`src/rtl/vid_timing_ctrl.sv`:
```
// vid_timing_ctrl
// Raster scheduler for the TMDS video controller. Walks a horizontal/vertical
// raster, pulls one pixel per active position from an upstream source and drives
// the registered de/hsync/vsync/pixel bundle that feeds the channel encoders.
// A stalled source during active video yields a black pixel and sets a sticky
// underflow flag.
//
// Ports
//   clk         in   pixel clock
//   rst         in   asynchronous, active-low reset
//   en          in   run request, honoured only at frame boundaries
//   pix_in      in   [23:0] upstream pixel {ch2,ch1,ch0}
//   pix_valid   in   pix_in valid
//   pix_ready   out  pixel consumed this cycle (combinational, equals active)
//   frame_start out  1-clk pulse with the first output pixel of a frame
//   de          out  data enable to encoders
//   hsync       out  horizontal sync (HS_POL when asserted)
//   vsync       out  vertical sync (VS_POL when asserted)
//   pix_out     out  [23:0] pixel to encoders, 0 whenever de=0
//   underflow   out  sticky: source not valid while a pixel was needed
//   state_dbg   out  FSM state (0 = IDLE, 1 = RUN)
//
// Handshake: a pixel transfers in a cycle where pix_ready && pix_valid. pix_ready
// depends only on the raster position, never on pix_valid, and there is no
// prefetch: a missing pixel is replaced by black, not waited for.

module vid_timing_ctrl #(
    parameter int   H_ACTIVE = 640,
    parameter int   H_FP     = 16,
    parameter int   H_SYNC   = 96,
    parameter int   H_BP     = 48,
    parameter int   V_ACTIVE = 480,
    parameter int   V_FP     = 10,
    parameter int   V_SYNC   = 2,
    parameter int   V_BP     = 33,
    parameter logic HS_POL   = 1'b0,
    parameter logic VS_POL   = 1'b0
) (
    input  logic        clk,
    input  logic        rst,
    input  logic        en,
    input  logic [23:0] pix_in,
    input  logic        pix_valid,
    output logic        pix_ready,
    output logic        frame_start,
    output logic        de,
    output logic        hsync,
    output logic        vsync,
    output logic [23:0] pix_out,
    output logic        underflow,
    output logic        state_dbg
);

    localparam int H_TOTAL = H_ACTIVE + H_FP + H_SYNC + H_BP;
    localparam int V_TOTAL = V_ACTIVE + V_FP + V_SYNC + V_BP;
    localparam int HW      = $clog2(H_TOTAL);
    localparam int VW      = $clog2(V_TOTAL);

    localparam logic [HW-1:0] H_LAST = HW'(H_TOTAL - 1);
    localparam logic [HW-1:0] H_ACT  = HW'(H_ACTIVE);
    localparam logic [HW-1:0] H_SS   = HW'(H_ACTIVE + H_FP);
    localparam logic [HW-1:0] H_SE   = HW'(H_ACTIVE + H_FP + H_SYNC);
    localparam logic [VW-1:0] V_LAST = VW'(V_TOTAL - 1);
    localparam logic [VW-1:0] V_ACT  = VW'(V_ACTIVE);
    localparam logic [VW-1:0] V_SS   = VW'(V_ACTIVE + V_FP);
    localparam logic [VW-1:0] V_SE   = VW'(V_ACTIVE + V_FP + V_SYNC);

    typedef enum logic {
        S_IDLE = 1'b0,
        S_RUN  = 1'b1
    } state_t;

    state_t      state_q, state_d;
    logic [HW-1:0] h_q, h_d;
    logic [VW-1:0] v_q, v_d;

    logic        de_q, de_d;
    logic        hs_q, hs_d;
    logic        vs_q, vs_d;
    logic        fs_q, fs_d;
    logic        und_q, und_d;
    logic [23:0] pix_q, pix_d;

    logic        run;
    logic        active;

    assign run    = (state_q == S_RUN);
    assign active = run && (h_q < H_ACT) && (v_q < V_ACT);

    // Next state and counters. en only matters in IDLE or on the last clock of
    // a frame, so a mid-frame drop always lets the frame finish.
    always_comb begin
        state_d = state_q;
        h_d     = h_q;
        v_d     = v_q;
        case (state_q)
            S_IDLE: begin
                h_d = '0;
                v_d = '0;
                if (en) begin
                    state_d = S_RUN;
                end
            end
            S_RUN: begin
                if (h_q == H_LAST) begin
                    h_d = '0;
                    if (v_q == V_LAST) begin
                        v_d     = '0;
                        state_d = en ? S_RUN : S_IDLE;
                    end else begin
                        v_d = v_q + VW'(1);
                    end
                end else begin
                    h_d = h_q + HW'(1);
                end
            end
            default: begin
                state_d = S_IDLE;
                h_d     = '0;
                v_d     = '0;
            end
        endcase
    end

    // Output bundle, registered one clock behind the counter state.
    always_comb begin
        de_d  = active;
        pix_d = (active && pix_valid) ? pix_in : 24'd0;
        hs_d  = (run && (h_q >= H_SS) && (h_q < H_SE)) ? HS_POL : ~HS_POL;
        vs_d  = (run && (v_q >= V_SS) && (v_q < V_SE)) ? VS_POL : ~VS_POL;
        fs_d  = run && (h_q == '0) && (v_q == '0);
        // A new underflow in the frame_start clock wins over the clear.
        und_d = und_q;
        if (active && !pix_valid) begin
            und_d = 1'b1;
        end else if (fs_d) begin
            und_d = 1'b0;
        end
    end

    always_ff @(posedge clk or negedge rst) begin
        if (!rst) begin
            state_q <= S_IDLE;
            h_q     <= '0;
            v_q     <= '0;
            de_q    <= 1'b0;
            hs_q    <= ~HS_POL;
            vs_q    <= ~VS_POL;
            fs_q    <= 1'b0;
            und_q   <= 1'b0;
            pix_q   <= 24'd0;
        end else begin
            state_q <= state_d;
            h_q     <= h_d;
            v_q     <= v_d;
            de_q    <= de_d;
            hs_q    <= hs_d;
            vs_q    <= vs_d;
            fs_q    <= fs_d;
            und_q   <= und_d;
            pix_q   <= pix_d;
        end
    end

    assign pix_ready   = active;
    assign frame_start = fs_q;
    assign de          = de_q;
    assign hsync       = hs_q;
    assign vsync       = vs_q;
    assign pix_out     = pix_q;
    assign underflow   = und_q;
    assign state_dbg   = run;

endmodule
```
`config.mk`:
```
export PLATFORM = sky130hd
export DESIGN_NAME = vid_timing_ctrl
export DESIGN_NICKNAME = d
export VERILOG_FILES = /design/src/rtl/vid_timing_ctrl.sv
export SDC_FILE = /design/constraint.sdc
export NUM_CORES = 1
export LEC_CHECK = 0
export CORE_MARGIN = 2
export CORE_UTILIZATION = 40
export DETAILED_ROUTE_END_ITERATION = 10
export PLACE_DENSITY_LB_ADDON = 0.05
export SETUP_SLACK_MARGIN = 0.02
export SYNTH_ARGS = -nofsm -noshare
export SYNTH_HDL_FRONTEND = slang
export SYNTH_SLANG_ARGS = --single-unit
```
`constraint.sdc`:
```
create_clock -name clk -period 5.05 [get_ports clk]
set_input_delay 1.01 -clock clk [delete_from_list [all_inputs] [get_ports clk]]
set_output_delay 1.01 -clock clk [all_outputs]
set_load 0.05 [all_outputs]
```
Word-level counts from Yosys, hierarchy flattened
Cells that the tools add are included.
{"block": "word_totals", "register_bits": 50, "input_bits": 28, "out_inout_bits": 31}
{"block": "op_classes", "add_sub_neg": 2, "magnitude_cmp": 6, "n_eq_ne": 3, "mux": 14, "bitwise": 1, "n_reduce_logical": 14}
{"op": "10-bit one-hot mux with 2 select lines", "n": 2}
{"op": "10-bit two-way mux", "n": 3}
{"op": "24-bit two-way mux", "n": 1}
{"op": "10-bit by 1-bit adder with 10-bit output (second input constant)", "n": 2}
{"op": "10-bit == test (second input constant)", "n": 2}
{"op": "10-bit logical NOT", "n": 2}
{"op": "10-bit less-than comparator (second input constant)", "n": 2}
{"op": "10-bit by 9-bit less-than comparator with 1-bit output (second input constant)", "n": 2}
{"op": "10-bit greater-or-equal comparator (second input constant)", "n": 1}
{"op": "10-bit by 9-bit greater-or-equal comparator with 1-bit output (second input constant)", "n": 1}
{"op": "1-bit logical AND", "n": 10}
{"op": "1-bit two-way mux", "n": 7}
{"op": "2-bit by 1-bit != test with 1-bit output (second input constant)", "n": 1}
{"op": "1-bit one-hot mux with 2 select lines", "n": 1}
{"op": "2-bit nonzero test", "n": 1}
{"op": "1-bit logical NOT", "n": 1}
{"op": "1-bit NOT", "n": 1}

Longest topological paths before layout
{"block": "depth", "depth_word": 5, "mapped_depth": 6, "depth_no_buf": 6}

Worst setup path before layout
Ideal clock, no wire load.
{"block": "synth_timing", "kind": "register to output", "from": "register state_q, in the netlist state_dbg", "to": "output port pix_ready", "t_arrival_ns": 1.839, "t_required_ns": 4.040, "path_slack_ns": 2.201, "path_stages_with_launch": 5, "path_buffers": 2, "path_cell_list": "dfrtp_1 > nor2b_1 > and3_1 > clkbuf_1 > clkbuf_1"}
{"block": "synth_via", "elab_chain_cells": 2}
{"element": "start, declared", "line": "73", "text": "state_t state_q, state_d;"}
{"element": "start signal, assigned", "line": "153", "text": "state_q <= state_d;"}
{"element": "1-bit logical AND (2 in a row)", "line": "88", "text": "assign active = run && (h_q < H_ACT) && (v_q < V_ACT);"}
{"element": "end, declared", "line": "44", "text": "output logic pix_ready,"}
No other way between the ends.

Final worst setup path
Same ends and word-level chain as after synthesis.

==> flow_summary.json <==
{
  "post-cts-setup-buffer-count": 0,
  "synth_seq_area_share_pct": 59.6,
  "synthMuxAreaShare_pct": 0,
  "via_per_inst": 4.97,
  "synth_compound_area_share_pct": 7.49,
  "path_clk_slew_ns": 0.09,
  "worstPathRequired_ns": 4.04,
  "insertion_delay_ns": 0.30,
  "drt_first_iter_violations": 53,
  "hold_class": "register to register",
  "tightest_slew_ns": 0.748,
  "leakage_nw": 1.27,
  "drt-total-wl_um": 4280,
  "ys_warn_count": 0,
  "antenna_found_initial": 0,
  "finalMaxSlewViolations": 0,
  "grt_pass1_wl_um": 7200,
  "drv_cap": 0,
  "grt.total_usage_pct": 15.6,
  "critPathLaunchType": "register",
  "whs_ns": 0.507,
  "tritoncts": "built",
  "post_drt_wl_per_cell_um": 13.6,
  "htreeDepth": 2,
  "cts-root-buf": "clkbuf_8",
  "synth-xor-area-share_pct": 3.33,
  "holdBufCountCts": 0,
  "critical_path_peak_fanout": 27,
  "end_kind": "output port",
  "max_freq_mhz": 263,
  "num_antenna_cells": 0,
  "skew_ns": 0.00688,
  "dr.pass1.iters": 4,
  "drive_above_1_share_pct": 6.53,
  "finalNetCount": 276,
  "total_power_mw": 0.786,
  "cts_max_path_buffers": 2,
  "die_area_sq_um": 5860,
  "rsz0062_at_grt": "no",
  "ant_nets": 0,
  "critPathKind": "register to output port",
  "place_congestion": 0.804,
  "synthAdderAreaFrac_pct": 2.38,
  "grt_pass1_vias": 1441,
  "io_buffers": 58,
  "arrival_ns": 2.79,
  "numCtsBuffers": 5,
  "ys_ff_latch": 50,
  "fin_tns_setup_ns": 0,
  "dp_cells": 307,
  "cp-startpoint": "state_dbg",
  "syn_area_sq_um": 2100,
  "syn_nets": 220,
  "syn_avg_cell_area_sq_um": 11.2,
  "synth.distinct_cells": 38,
  "fillerInstances": 473,
  "die_w_um": 76.5,
  "vdd_drop_max_mv": 0.215,
  "io_pins": 59,
  "fin_cells": 315,
  "period_needed_ns": 3.80,
  "reg2reg_from": "h_q[0]",
  "max_slew_margin_pct": 50.1,
  "core_area_sq_um": 5110,
  "worstHoldStart": "h_q[0]",
  "area_delta_synth_final_pct": 35.3,
  "synth_top_family_by_area": "simple AND/OR/NAND/NOR gates",
  "cts_resized": 0,
  "synth-simple-area-share_pct": 23.9,
  "post-route-period-util_pct": 75.3,
  "num_vias": 1567,
  "hold_viol": 0,
  "finalSetupViolCount": 0,
  "initial_utilization_pct": 41.2,
  "post-route-drc-count": 0,
  "outcome": "complete, no violations",
  "p_per_area_nw_per_um2": 276,
  "synthCells": 188,
  "chipHeight_um": 76.5,
  "grt_start_max_net_pins": 51,
  "overflow": 0,
  "num_rows": 26,
  "cts.sinks": 50,
  "dp_hpwl_um": 2920
}
registers in the layout, summed over array words and instances, names as in the netlist:
| name | cells |
|---|---|
| hsync | 1 |
| state_dbg | 1 |
| h_q | 10 |
| underflow | 1 |
| vsync | 1 |
| pix_out | 24 |
| v_q | 10 |
| de | 1 |
| frame_start | 1 |
critical path, cell delays in order (launching register included):
cell	delay (ns)
dfrtp_1	0.57
nor2b_1	0.29
and3_1	0.68
clkdlybuf4s50_1	0.94
synthesized netlist by cell type:
master,count,area [sq um]
ha_1,4,50.1
dfstp_2,2,52.6
nand4b_1,2,17.5
a21oi_2,1,8.76
or3b_1,1,8.76
o31ai_1,3,22.5
dfrtp_1,48,1200
and3_1,28,175
o22ai_1,1,6.26
and4_1,1,8.76
xnor2_1,4,35.0
a21oi_1,6,30.0
or4_1,2,15.0
nand4_1,4,25.0
clkbuf_1,8,30.0
nand3b_1,1,7.51
inv_1,8,30.0
buf_2,2,10.0
nor2b_1,1,6.26
nor3_1,3,15.0
o2bb2ai_1,1,8.76
a21boi_0,1,7.51
nand2b_1,1,6.26
and2_1,4,25.0
a21boi_1,1,7.51
nor4b_1,1,8.76
nor2_1,7,26.3
xor2_1,4,35.0
a31oi_1,1,6.26
nand3_4,1,17.5
or3_1,7,43.8
o41a_1,1,11.3
o21ai_0,8,40.0
or4_4,1,11.3
nor4_1,3,18.8
o21ai_2,1,8.76
nand3_1,8,40.0
nand2_1,7,26.3
worst paths after layout:
path                              to  depth (start not counted)  slack, ns
setup / recovery           pix_ready                          3       1.25
hold / removal                h_q[0]                          1       0.51
setup reg to reg              v_q[7]                          5       2.89
hold reg to reg               h_q[0]                          1       0.51
max in group asynchronous     h_q[8]                          2       3.84
min in group asynchronous     v_q[2]                          2       0.79
where the power goes:
part	internal (mW)	switching, mW
Sequential	0.410	0.00233
Clock	0.149	0.134
Combinational	0.0389	0.0534
Total	0.597	0.189
cell usage in the layout (no fill, tap or decap), drive strengths merged, types with 2 or more instances in the layout:
master,instances
a21boi,2
a21oi,7
and2,4
and3,28
buf,2
clkbuf,5
clkdlybuf4s50,57
dfrtp,48
dfstp,2
ha,4
inv,9
nand2,7
nand3,9
nand4,4
nand4b,2
nor2,7
nor3,3
nor4,3
o21ai,9
o31ai,3
or3,7
or4,3
xnor2,4
xor2,4
kinds of logic (layout without fill, tap and decap cells):
kind of cell / count (synthesis) / count (layout)
compound gates: 25 / 25
flops: 50 / 50
buf+inv: 18 / 75
fa+ha+maj: 4 / 4
xor+xnor: 8 / 8
simple gates: 83 / 83
layer usage:
metal  wire [um]  global-route usage (%)
met2        1990                    23.2
met3         244                    4.98
met1        1990                    21.9
met5           0                       0
met4          55                    4.73
per-stage QoR:
step	setup WS (ns)	util (%)	cell area, sq um
6_report	1.25	55.8	2850
5_1_grt	1.07	55.8	2850
4_1_cts	1.21	55.8	2850
3_5_place_dp	1.55	53.6	2740
3_3_place_gp	1.61	53.6	2740
2_1_floorplan	2.20	-	2100
final cells by class:
| cell class | count | area, sq um | area share, % |
|---|---|---|---|
| flip-flops and latches | 50 | 1250 | 44.0 |
| multi-input cells | 120 | 781 | 27.4 |
| repair buffers | 59 | 583 | 20.5 |
| well taps | 70 | 87.6 | 3.08 |
| clock buffers | 5 | 68.8 | 2.42 |
| clock inverters | 3 | 43.8 | 1.54 |
| inverters | 8 | 30.0 | 1.05 |
(Power assumes the default switching activity.)
